<file path="src/rtl/viol_reset_sequencer_if.sv">
// Bundles the monitor-request, core-status and sequencer-status signals of viol_reset_sequencer.
// The master side (monitors/core) drives requests; the slave side (sequencer) drives reset and status.
interface viol_reset_sequencer_if #(
    parameter int NUM_SRC = 2,
    parameter int CNT_W   = 8
);
    logic [NUM_SRC-1:0] viol_req;
    logic [15:0]        pc;
    logic               gie;
    logic               cause_clr;
    logic               sys_reset;
    logic [NUM_SRC-1:0] cause;
    logic [CNT_W-1:0]   reset_count;
    logic               timeout_err;
    logic               busy;

    modport master (
        output viol_req, pc, gie, cause_clr,
        input  sys_reset, cause, reset_count, timeout_err, busy
    );

    modport slave (
        input  viol_req, pc, gie, cause_clr,
        output sys_reset, cause, reset_count, timeout_err, busy
    );
endinterface

</file>
<file path="src/rtl/viol_reset_sequencer.sv">
// Turns violation-monitor requests into a timed MCU reset, then waits for the core to
// fetch the reset handler with interrupts disabled before re-arming.
module viol_reset_sequencer #(
    parameter int          NUM_SRC       = 2,
    parameter int          HOLD_CYCLES   = 8,
    parameter int          TIMEOUT       = 64,
    parameter logic [15:0] RESET_HANDLER = 16'h0000,
    parameter int          CNT_W         = 8
) (
    input  logic                   clk,
    input  logic                   reset_n,
    viol_reset_sequencer_if.slave  io_bus
);
    localparam int HOLD_W = (HOLD_CYCLES > 1) ? $clog2(HOLD_CYCLES) : 1;
    localparam int WAIT_W = (TIMEOUT > 1) ? $clog2(TIMEOUT) : 1;

    localparam logic [HOLD_W-1:0] HOLD_LAST = HOLD_W'(HOLD_CYCLES - 1);
    localparam logic [WAIT_W-1:0] WAIT_LAST = WAIT_W'(TIMEOUT - 1);

    localparam logic [1:0] ST_IDLE   = 2'd0;
    localparam logic [1:0] ST_ASSERT = 2'd1;
    localparam logic [1:0] ST_WAIT   = 2'd2;

    logic [1:0]         r_state;
    logic [HOLD_W-1:0]  r_hold_cnt;
    logic [WAIT_W-1:0]  r_wait_cnt;
    logic               r_sys_reset;
    logic [NUM_SRC-1:0] r_cause;
    logic [CNT_W-1:0]   r_reset_count;
    logic               r_timeout_err;
    logic               r_busy;

    logic               w_any_req;
    logic               w_confirm;

    assign w_any_req = |io_bus.viol_req;
    // Only a handler fetch with interrupts masked proves the core really restarted.
    assign w_confirm = (io_bus.pc == RESET_HANDLER) && !io_bus.gie;

    // NOTE: sequential state uses non-blocking assignments so every register samples pre-edge values.
    always_ff @(posedge clk or negedge reset_n) begin
        if (!reset_n) begin
            r_state       <= ST_ASSERT;
            r_hold_cnt    <= '0;
            r_wait_cnt    <= '0;
            r_sys_reset   <= 1'b1;
            r_cause       <= '0;
            r_reset_count <= '0;
            r_timeout_err <= 1'b0;
            r_busy        <= 1'b1;
        end else begin
            case (r_state)
                ST_IDLE: begin
                    if (w_any_req) begin
                        r_state     <= ST_ASSERT;
                        r_sys_reset <= 1'b1;
                        r_busy      <= 1'b1;
                        r_hold_cnt  <= '0;
                        r_cause     <= io_bus.cause_clr ? io_bus.viol_req
                                                        : (r_cause | io_bus.viol_req);
                        if (r_reset_count != '1) begin
                            r_reset_count <= r_reset_count + 1'b1;
                        end
                    end else if (io_bus.cause_clr) begin
                        r_cause <= '0;
                    end
                end

                ST_ASSERT: begin
                    if (w_any_req) begin
                        r_cause    <= r_cause | io_bus.viol_req;
                        r_hold_cnt <= '0;
                    end else if (r_hold_cnt == HOLD_LAST) begin
                        r_state     <= ST_WAIT;
                        r_sys_reset <= 1'b0;
                        r_wait_cnt  <= '0;
                    end else begin
                        r_hold_cnt <= r_hold_cnt + 1'b1;
                    end
                end

                ST_WAIT: begin
                    // Requests are ignored here; monitors stay asserted until the handler runs.
                    if (w_confirm) begin
                        r_state <= ST_IDLE;
                        r_busy  <= 1'b0;
                    end else if (r_wait_cnt == WAIT_LAST) begin
                        r_state       <= ST_ASSERT;
                        r_sys_reset   <= 1'b1;
                        r_timeout_err <= 1'b1;
                        r_hold_cnt    <= '0;
                    end else begin
                        r_wait_cnt <= r_wait_cnt + 1'b1;
                    end
                end

                default: begin
                    r_state     <= ST_ASSERT;
                    r_sys_reset <= 1'b1;
                    r_busy      <= 1'b1;
                    r_hold_cnt  <= '0;
                end
            endcase
        end
    end

    assign io_bus.sys_reset   = r_sys_reset;
    assign io_bus.cause       = r_cause;
    assign io_bus.reset_count = r_reset_count;
    assign io_bus.timeout_err = r_timeout_err;
    assign io_bus.busy        = r_busy;
endmodule

</file>
<file path="src/flat_wrapper.sv">
// flat-port wrapper written by rule: the top's interface ports become plain ports
module viol_reset_sequencer_flat 
#(
    parameter int          NUM_SRC       = 2,
    parameter int          HOLD_CYCLES   = 8,
    parameter int          TIMEOUT       = 64,
    parameter logic [15:0] RESET_HANDLER = 16'h0000,
    parameter int          CNT_W         = 8
)
  (clk, reset_n, io_bus_viol_req, io_bus_pc, io_bus_gie, io_bus_cause_clr, io_bus_sys_reset, io_bus_cause, io_bus_reset_count, io_bus_timeout_err, io_bus_busy);
  viol_reset_sequencer_if #(.NUM_SRC(NUM_SRC), .CNT_W(CNT_W)) io_bus_i ();
  input  logic clk;
  input  logic reset_n;
  input wire logic [$bits(io_bus_i.viol_req)-1:0] io_bus_viol_req;
  input wire logic [$bits(io_bus_i.pc)-1:0] io_bus_pc;
  input wire logic [$bits(io_bus_i.gie)-1:0] io_bus_gie;
  input wire logic [$bits(io_bus_i.cause_clr)-1:0] io_bus_cause_clr;
  output wire logic [$bits(io_bus_i.sys_reset)-1:0] io_bus_sys_reset;
  output wire logic [$bits(io_bus_i.cause)-1:0] io_bus_cause;
  output wire logic [$bits(io_bus_i.reset_count)-1:0] io_bus_reset_count;
  output wire logic [$bits(io_bus_i.timeout_err)-1:0] io_bus_timeout_err;
  output wire logic [$bits(io_bus_i.busy)-1:0] io_bus_busy;
  assign io_bus_i.viol_req = io_bus_viol_req;
  assign io_bus_i.pc = io_bus_pc;
  assign io_bus_i.gie = io_bus_gie;
  assign io_bus_i.cause_clr = io_bus_cause_clr;
  assign io_bus_sys_reset = io_bus_i.sys_reset;
  assign io_bus_cause = io_bus_i.cause;
  assign io_bus_reset_count = io_bus_i.reset_count;
  assign io_bus_timeout_err = io_bus_i.timeout_err;
  assign io_bus_busy = io_bus_i.busy;
  viol_reset_sequencer #(.NUM_SRC(NUM_SRC), .HOLD_CYCLES(HOLD_CYCLES), .TIMEOUT(TIMEOUT), .RESET_HANDLER(RESET_HANDLER), .CNT_W(CNT_W)) u_core (.clk(clk), .reset_n(reset_n), .io_bus(io_bus_i));
endmodule
</file>
<file path="config.mk">
export PLATFORM = sky130hd
export DESIGN_NAME = viol_reset_sequencer_flat
export DESIGN_NICKNAME = d
export VERILOG_FILES = /design/src/rtl/viol_reset_sequencer_if.sv /design/src/rtl/viol_reset_sequencer.sv /design/src/flat_wrapper.sv
export SDC_FILE = /design/constraint.sdc
export NUM_CORES = 1
export LEC_CHECK = 0
export CAP_MARGIN = 10
export CORE_UTILIZATION = 45
export DETAILED_ROUTE_END_ITERATION = 6
export DONT_BUFFER_PORTS = 1
export GPL_TIMING_DRIVEN = 0
export PLACE_DENSITY = 0.58
export SLEW_MARGIN = 20
export SYNTH_ARGS = -nofsm -noshare
export SYNTH_HDL_FRONTEND = slang
export SYNTH_SLANG_ARGS = --single-unit
export TNS_END_PERCENT = 20
</file>
<file path="constraint.sdc">
create_clock -name clk -period 4.4 [get_ports clk]
set_input_delay 0.22 -clock clk [delete_from_list [all_inputs] [get_ports clk]]
set_output_delay 0.22 -clock clk [all_outputs]
set_load 0.02 [all_outputs]
</file>
Yosys cells after proc, flatten, opt, wreduce, memory -nomap -nowiden
Cells that the tools add are included.
{"block": "classes", "n_addsub": 3, "n_eq_ne": 16, "n_mux": 30, "n_bitwise": 3, "reduce_logical": 15}
{"operator": "$mux 6", "count": 4}
{"operator": "$mux 2", "count": 9}
{"operator": "$logic_not 16->1", "count": 1}
{"operator": "$mux 3", "count": 5}
{"operator": "$pmux 6 s2", "count": 1}
{"operator": "$reduce_and 3->1", "count": 4}
{"operator": "$ne 2x1->1 const B", "count": 5}
{"operator": "$reduce_and 5->1", "count": 2}
{"operator": "$pmux 3 s3", "count": 1}
{"operator": "$add 8x1->8 const B", "count": 1}
{"operator": "$ne 8x8->1 const B", "count": 1}
{"operator": "$reduce_and 4->1", "count": 2}
{"operator": "$add 6x1->6 const B", "count": 1}
{"operator": "$eq 6x6->1 const B", "count": 1}
{"operator": "$mux 1", "count": 6}
{"operator": "$ne 2x2->1 const B", "count": 3}
{"operator": "$ne 3x2->1 const B", "count": 2}
{"operator": "$pmux 1 s3", "count": 2}
{"operator": "$pmux 2 s3", "count": 1}
{"operator": "$pmux 2 s2", "count": 1}
{"operator": "$reduce_bool 2->1", "count": 2}
{"operator": "$add 3x1->3 const B", "count": 1}
{"operator": "$eq 3x3->1 const B", "count": 1}
{"operator": "$ne 3x1->1 const B", "count": 1}
{"operator": "8 further kinds", "count": 9}
{"block": "totals", "reg_bits": 24, "input_bits": 22, "out_inout_bits": 13, "wordCells": 75}

Longest topological paths before layout
Gate-level depths: netlist of the first run.
{"block": "depth", "depth_word": 4, "depth_mapped": 6, "ltp_nobuf": 6}

Worst setup path after synthesis of the first run
OpenSTA, ideal clock, no wires.
{"block": "synth_timing", "path_kind": "reg-to-reg", "startpoint": "reg u_core.r_wait_cnt[0]", "endpoint": "reg u_core.r_hold_cnt[1]", "setup_ns": 0.125, "arrival_time_ns": 1.605, "t_required_ns": 4.275, "slack_ns": 2.670, "path_stages_with_launch": 7, "n_path_buf": 0, "synth_period_minus_slack_ns": 1.730, "path_cell_list": "dfrtp_1 ha_1 and3_1 and2b_1 a211oi_1 a221oi_2 mux2_2"}
{"block": "synth_between", "elab_chain_len": 3}
{"item": "start: declaration", "line": "viol_reset_sequencer.sv:26", "rtl": "logic [WAIT_W-1:0] r_wait_cnt;"}
{"item": "start signal: assignment", "line": "viol_reset_sequencer.sv:93", "rtl": "r_wait_cnt <= r_wait_cnt + 1'b1;"}
{"item": "$eq 6x6->1", "line": "viol_reset_sequencer.sv:87", "rtl": "end else if (r_wait_cnt == WAIT_LAST) begin"}
{"item": "$ne 2x1->1 (no line)"}
{"item": "$reduce_and 4->1 (no line)"}
{"item": "end signal: assignment", "line": "viol_reset_sequencer.sv:78", "rtl": "r_hold_cnt <= r_hold_cnt + 1'b1;"}
{"item": "end: declaration", "line": "viol_reset_sequencer.sv:25", "rtl": "logic [HOLD_W-1:0] r_hold_cnt;"}
Every way passes these cells.
A chain may end at the register's enable or synchronous reset.

Final worst setup path of the first run
Ends and elaborated chain as after synthesis.

==> flow_summary.json, run 1 <==
{
  "grt-ovfl-total": 0,
  "cp_max_fo": 4,
  "relSlewSlack": 0.627,
  "antenna_found_initial": 0,
  "synthToLayoutAreaGrowth_pct": 10.6,
  "cts.sink_count": 24,
  "maxSlewViolCount": 0,
  "cts_max_level": 1,
  "wirelength_um": 2380,
  "clockRootBuffer": "clkbuf_4",
  "yosys_warnings": 0,
  "finalNetCount": 153,
  "die-height_um": 54.3,
  "critPathCaptureType": "register",
  "pwr_density_cell_mw_per_mm2": 294,
  "synthSimpleGateAreaFrac": 0.219,
  "cp_data_required_time_ns": 4.62,
  "clk_latency_ns": 0.32,
  "crit_type": "register to register",
  "synth_nets": 145,
  "clk_path_buf_depth": 2,
  "die_w_um": 54.3,
  "synth_edf_count": 0,
  "power.leakage_nw": 0.623,
  "wl_per_cell_um": 15.3,
  "cts_tree": "built",
  "fillers": 226,
  "hold_violations": 0,
  "synth_fa_ha_area_frac": 0.0407,
  "synth_commonest_cells": "dfrtp_1, nand2_1, nor2_1",
  "rsz0062_at_grt": "false",
  "numPortBuffers": 0,
  "worst_pin_slew_ns": 0.556,
  "dpl_cell_area_mm2": 0.00127,
  "period_needed_ns": 2.00,
  "syn-instance-count": 119,
  "seq_area_frac_synth": 0.492,
  "ys_ff_latch": 24,
  "grt_max_degree": 25,
  "globalplace.congestion": 0.847,
  "netlist_area_mm2": 0.00123,
  "grt_pass1_vias": 878,
  "synth_compound_area_frac": 0.146,
  "synth_top_family_by_area": "simple AND/OR/NAND/NOR gates",
  "rows": 18,
  "ys_types": 37,
  "postSynthAreaPerCell_um2": 10.3,
  "synthTopCellsByArea": "dfrtp_1, dfstp_2, xnor2_1, ha_1, nand3_1",
  "detailedRoute.firstIterationViolations": 28,
  "hold_ws_ns": 0.0171,
  "fin_skew_ns": 0.00944,
  "post-route-drc-count": 0,
  "clkSlewWorstSetupHoldPaths_ns": 0.14,
  "multi_input_area_um2": 593,
  "cp.arrival_ns": 2.22,
  "diodes": 0,
  "status": "finished clean",
  "track_usage": 0.189,
  "cts_resized": 0,
  "setup_tns_ns": 0,
  "route.vias.total": 952,
  "design_area_mm2": 0.00136,
  "layout-drive-gt1-share": 0.119,
  "synth_top_area_cell": "dfrtp_1",
  "ios": 35,
  "via_per_inst": 6.10,
  "synthXorXnorAreaFrac": 0.0499,
  "maxCapViolations": 0,
  "hold_path_class": "primary input to register",
  "die_area_mm2": 0.00294,
  "yosys_most_used_dff": "dfrtp_1",
  "crit_path_start_kind": "register",
  "core_mm2": 0.00252,
  "setup_viol": 0,
  "hpwl_um": 1780,
  "synth.area.mux_share": 0.0275,
  "ant_nets": 0,
  "synth.most_common_cell": "dfrtp_1",
  "ff2ff_setup_slack_ns": 2.40,
  "synth.top_cell.area_share": 0.428,
  "regArea_um2": 604,
  "grt_pass1_wl_um": 4020,
  "fin_crit_sh": 0.455,
  "ys_async_sr_fraction": 1.00,
  "cts_inserted_buffers": 3,
  "clock.fmax_mhz": 500,
  "drt-pass1-iter-count": 4,
  "peakVddDrop_mv": 0.247,
  "start_util": 0.487
}
==> through the flow <==
| stage | std cells | total power, W | util | setup WS (ns) |
|---|---|---|---|---|
| 2_1_floorplan | 119 | 0.000234 | - | 2.67 |
| 3_3_place_gp | 149 | 0.000235 | 0.502 | 2.49 |
| 3_5_place_dp | 149 | 0.000235 | 0.502 | 2.47 |
| 4_1_cts | 155 | 0.000403 | 0.535 | 2.43 |
| 5_1_grt | 156 | 0.000414 | 0.539 | 2.24 |
| 6_report | 156 | 0.000400 | 0.539 | 2.40 |
==> path summary, 6_finish.rpt <==
path	startpoint	end	cells after the start
max	u_core.r_wait_cnt[0]$_DFFE_PN0P_	u_core.r_hold_cnt[1]$_DFFE_PN0P_	6
max reg2reg	u_core.r_wait_cnt[0]$_DFFE_PN0P_	u_core.r_hold_cnt[1]$_DFFE_PN0P_	6
min reg2reg	u_core.r_hold_cnt[2]$_DFFE_PN0P_	u_core.r_hold_cnt[2]$_DFFE_PN0P_	1
min in group asynchronous	reset_n	u_core.r_hold_cnt[0]$_DFFE_PN0P_	2
min	io_bus_viol_req[0]	u_core.io_bus.cause[0]$_DFFE_PN0P_	2
max in group asynchronous	reset_n	u_core.io_bus.sys_reset$_DFFE_PN1P_	2
==> power breakdown <==
part | leakage (nW) | internal (W) | switching, W
combinational | 0.288 | 0.00000587 | 0.00000745
clock | 0.0279 | 0.0000922 | 0.0000687
sequential | 0.307 | 0.000222 | 0.00000291
total | 0.623 | 0.000320 | 0.0000791
==> area by class of cell <==
class	count	area share
plain buffers	3	0.00921
clock buffers	3	0.0166
clock inverters	1	0.0221
inverters	5	0.0138
multi-input cells	87	0.436
flip-flops and latches	24	0.445
well taps	30	0.0276
repair buffers	3	0.0295
==> layer usage <==
layer / GRT usage / share of wire / wire [µm] / vias up
met5: 0 / 0 / 0 / -
met4: 0.0385 / 0.0050 / 12 / 0
met3: 0.0556 / 0.063 / 151 / 2
met2: 0.276 / 0.46 / 1090 / 38
met1: 0.277 / 0.47 / 1130 / 458
li1: - / - / - / 454
==> cell usage in the layout, fill, tap and decap left out, types with 2 or more instances in the layout <==
cell / instances
a21o_1: 2
o211ai_1: 2
mux2_2: 3
dfrtp_1: 21
dfstp_2: 3
nor2_1: 10
dlygate4sd3_1: 2
nand4_1: 3
a22oi_1: 3
and3_1: 5
nor4_1: 4
nand3_1: 8
a21oi_1: 3
o21ai_0: 4
xnor2_1: 6
nand2_1: 10
ha_1: 4
clkbuf_4: 3
nor3_1: 3
inv_1: 5
clkbuf_1: 2
==> state kept, by name, summed over array words and instances (netlist names) <==
signal                     flops
u_core.r_state                 2
u_core.io_bus.busy             1
u_core.io_bus.reset_count      8
u_core.io_bus.sys_reset        1
u_core.r_hold_cnt              3
u_core.r_wait_cnt              6
u_core.io_bus.timeout_err      1
u_core.io_bus.cause            2
==> logic make-up (layout without fill, tap and decap cells) <==
group | Yosys count | count (layout)
and+or+nand+nor | 50 | 50
DFF | 24 | 24
AOI/OAI and AO/OA | 23 | 23
buffers and inverters | 8 | 15
xor gates and xnor gates | 7 | 7
adders and majority gates | 4 | 4
muxes | 3 | 3
==> critical path, cell delays in order, from the launching register on <==
cell,delay (ns)
dfrtp_1,0.43
ha_1,0.24
and3_1,0.19
and2b_1,0.22
a211oi_1,0.11
a221oi_2,0.33
mux2_2,0.38
==> repair_timing <==
item | 4_1_cts | 5_1_grt
setup buffers | 0 | 0
hold buffers | 2 | 1
hold endpoints to repair | 24 | 1
Power figures use the tool's default switching activity.
==> run 2, diff against run 1 <==
Settings changed: PLACE_DENSITY 0.58 to 0.6.
Clock period 4.4 ns to 1.62 ns, I/O delays scaled along.
==> flow_summary.json, run 2 (synthesized netlist as in run 1, its figures left out) <==
{
  "critPathCaptureType": "register",
  "status": "complete, but fails checks",
  "peakVddDrop_mv": 0.403,
  "fillers": 216,
  "startpoint": "u_core.r_wait_cnt[0]$_DFFE_PN0P_",
  "ant_nets": 0,
  "r2r_end": "u_core.r_hold_cnt[2]$_DFFE_PN0P_",
  "fin_skew_ns": 0.00353,
  "worst_hold_path.num_cells": 3,
  "crit_path_start_kind": "register",
  "start_util": 0.487,
  "clock.fmax_mhz": 566,
  "ff2ff_setup_slack_ns": -0.15,
  "cts_inserted_buffers": 3,
  "multi_input_area_um2": 698,
  "diodes": 0,
  "cp_data_required_time_ns": 1.84,
  "maxSlewViolCount": 0,
  "worst_pin_slew_ns": 0.534,
  "regArea_um2": 607,
  "rsz0062_at_grt": "true",
  "setup_viol": 3,
  "wirelength_um": 2600,
  "period_needed_ns": 1.77,
  "finalNetCount": 161,
  "crit_path_end": "u_core.r_hold_cnt[2]$_DFFE_PN0P_",
  "die_area_mm2": 0.00294,
  "post-route-drc-count": 0,
  "die_w_um": 54.3,
  "core_mm2": 0.00252,
  "final_util": 0.604,
  "cts.sink_count": 24,
  "pwr_density_cell_mw_per_mm2": 720,
  "ios": 35,
  "rr_worst_depth": 6,
  "place_ws_ns": -0.289,
  "wl_per_cell_um": 15.8,
  "clk_path_buf_depth": 2,
  "timing.rr.start": "u_core.r_wait_cnt[0]$_DFFE_PN0P_",
  "design_area_mm2": 0.00152,
  "clockRootBuffer": "clkbuf_4",
  "drt-pass1-iter-count": 4,
  "track_usage": 0.190,
  "grt_max_degree": 25,
  "layout-drive-gt1-share": 0.284,
  "route.vias.total": 948,
  "globalplace.congestion": 0.747,
  "violations": "negative setup slack",
  "grt_pass1_vias": 914,
  "dpl_cell_area_mm2": 0.00127,
  "largest_reg_flops": 8,
  "hold_violations": 0,
  "hold_ws_ns": 0.0515,
  "fin_crit_sh": 1.09,
  "layout_common_cells": "dfrtp_1, nand2_1, nor2_1",
  "cts_max_level": 1,
  "crit_type": "register to register",
  "maxCapViolations": 0,
  "rows": 18,
  "fin_ws_ns": -0.146,
  "detailedRoute.firstIterationViolations": 19,
  "cp.arrival_ns": 1.99,
  "synthToLayoutAreaGrowth_pct": 24.0,
  "power.leakage_nw": 0.665,
  "grt_pass1_wl_um": 3880,
  "relSlewSlack": 0.644,
  "clkSlewWorstSetupHoldPaths_ns": 0.13,
  "final_common_cell": "dfrtp_1",
  "antenna_found_initial": 0,
  "cp_max_fo": 4,
  "numPortBuffers": 0,
  "die-height_um": 54.3,
  "setup_tns_ns": -0.325,
  "hpwl_um": 1740,
  "hold_path_class": "primary input to register",
  "grt-ovfl-total": 0,
  "clk_latency_ns": 0.32,
  "cts_tree": "built",
  "via_per_inst": 5.78
}
==> run 2: cell count changes in the layout (fill, tap and decap cells not counted), sizes merged <==
cell and change:
clkbuf -1, buf +7, dlygate4sd3 +2
==> run 2: power by group <==
group | internal (W) | leakage (nW) | switching (W)
clock network | 0.000250 | 0.0279 | 0.000191
logic | 0.0000174 | 0.333 | 0.0000254
registers | 0.000605 | 0.304 | 0.00000904
total | 0.000873 | 0.665 | 0.000225
==> run 2: area by class of cell <==
type / count / share of cell area
clock buffer: 3 / 0.0148
inverter: 5 / 0.0123
tap: 30 / 0.0246
timing repair buffer: 11 / 0.0591
multi-input combinational: 87 / 0.458
sequential: 24 / 0.398
clock inverter: 1 / 0.0197
buffer: 3 / 0.0131
==> run 2: worst max-delay path, stage by stage, from the launching register on <==
cell and delay [ns]:
dfrtp_1 0.42, ha_2 0.19, and3_4 0.18, and2b_2 0.21, a211oi_4 0.26, a221oi_4 0.08, mux2_4 0.33
==> run 2: per-stage QoR <==
stage               std cells  total power [W]
global placement          149         0.000637
floorplan                 119         0.000635
finish                    164          0.00110
detailed placement        149         0.000639
global route              164          0.00113
CTS                       162          0.00110
==> run 2: worst min path at each step <==
stage,from,to,slack [ns]
floorplan,reset_n,u_core.io_bus.cause[0]$_DFFE_PN0P_,-0.21
global placement,reset_n,u_core.r_wait_cnt[4]$_DFFE_PN0P_,-0.21
detailed placement,reset_n,u_core.r_wait_cnt[3]$_DFFE_PN0P_,-0.21
CTS,io_bus_pc[12],u_core.r_wait_cnt[4]$_DFFE_PN0P_,0.05
global route,io_bus_pc[14],u_core.r_wait_cnt[3]$_DFFE_PN0P_,0.06
finish,io_bus_pc[14],u_core.r_wait_cnt[4]$_DFFE_PN0P_,0.05
==> run 2: layer usage <==
layer,global-route usage,part of all wire
met1,0.250,0.47
met2,0.297,0.47
met3,0.0389,0.039
met4,0.0897,0.018
met5,0,0
==> run 2: what timing repair did <==
| item | 4_1_cts | 5_1_grt |
|---|---|---|
| resized for setup | 19 | 9 |
| endpoints found under the hold margin | 28 | 21 |
| endpoints found under the setup margin | 18 | 13 |
| buffers inserted | 5 | 1 |
| pin swaps | 2 | 7 |
| hold buffers | 4 | 1 |
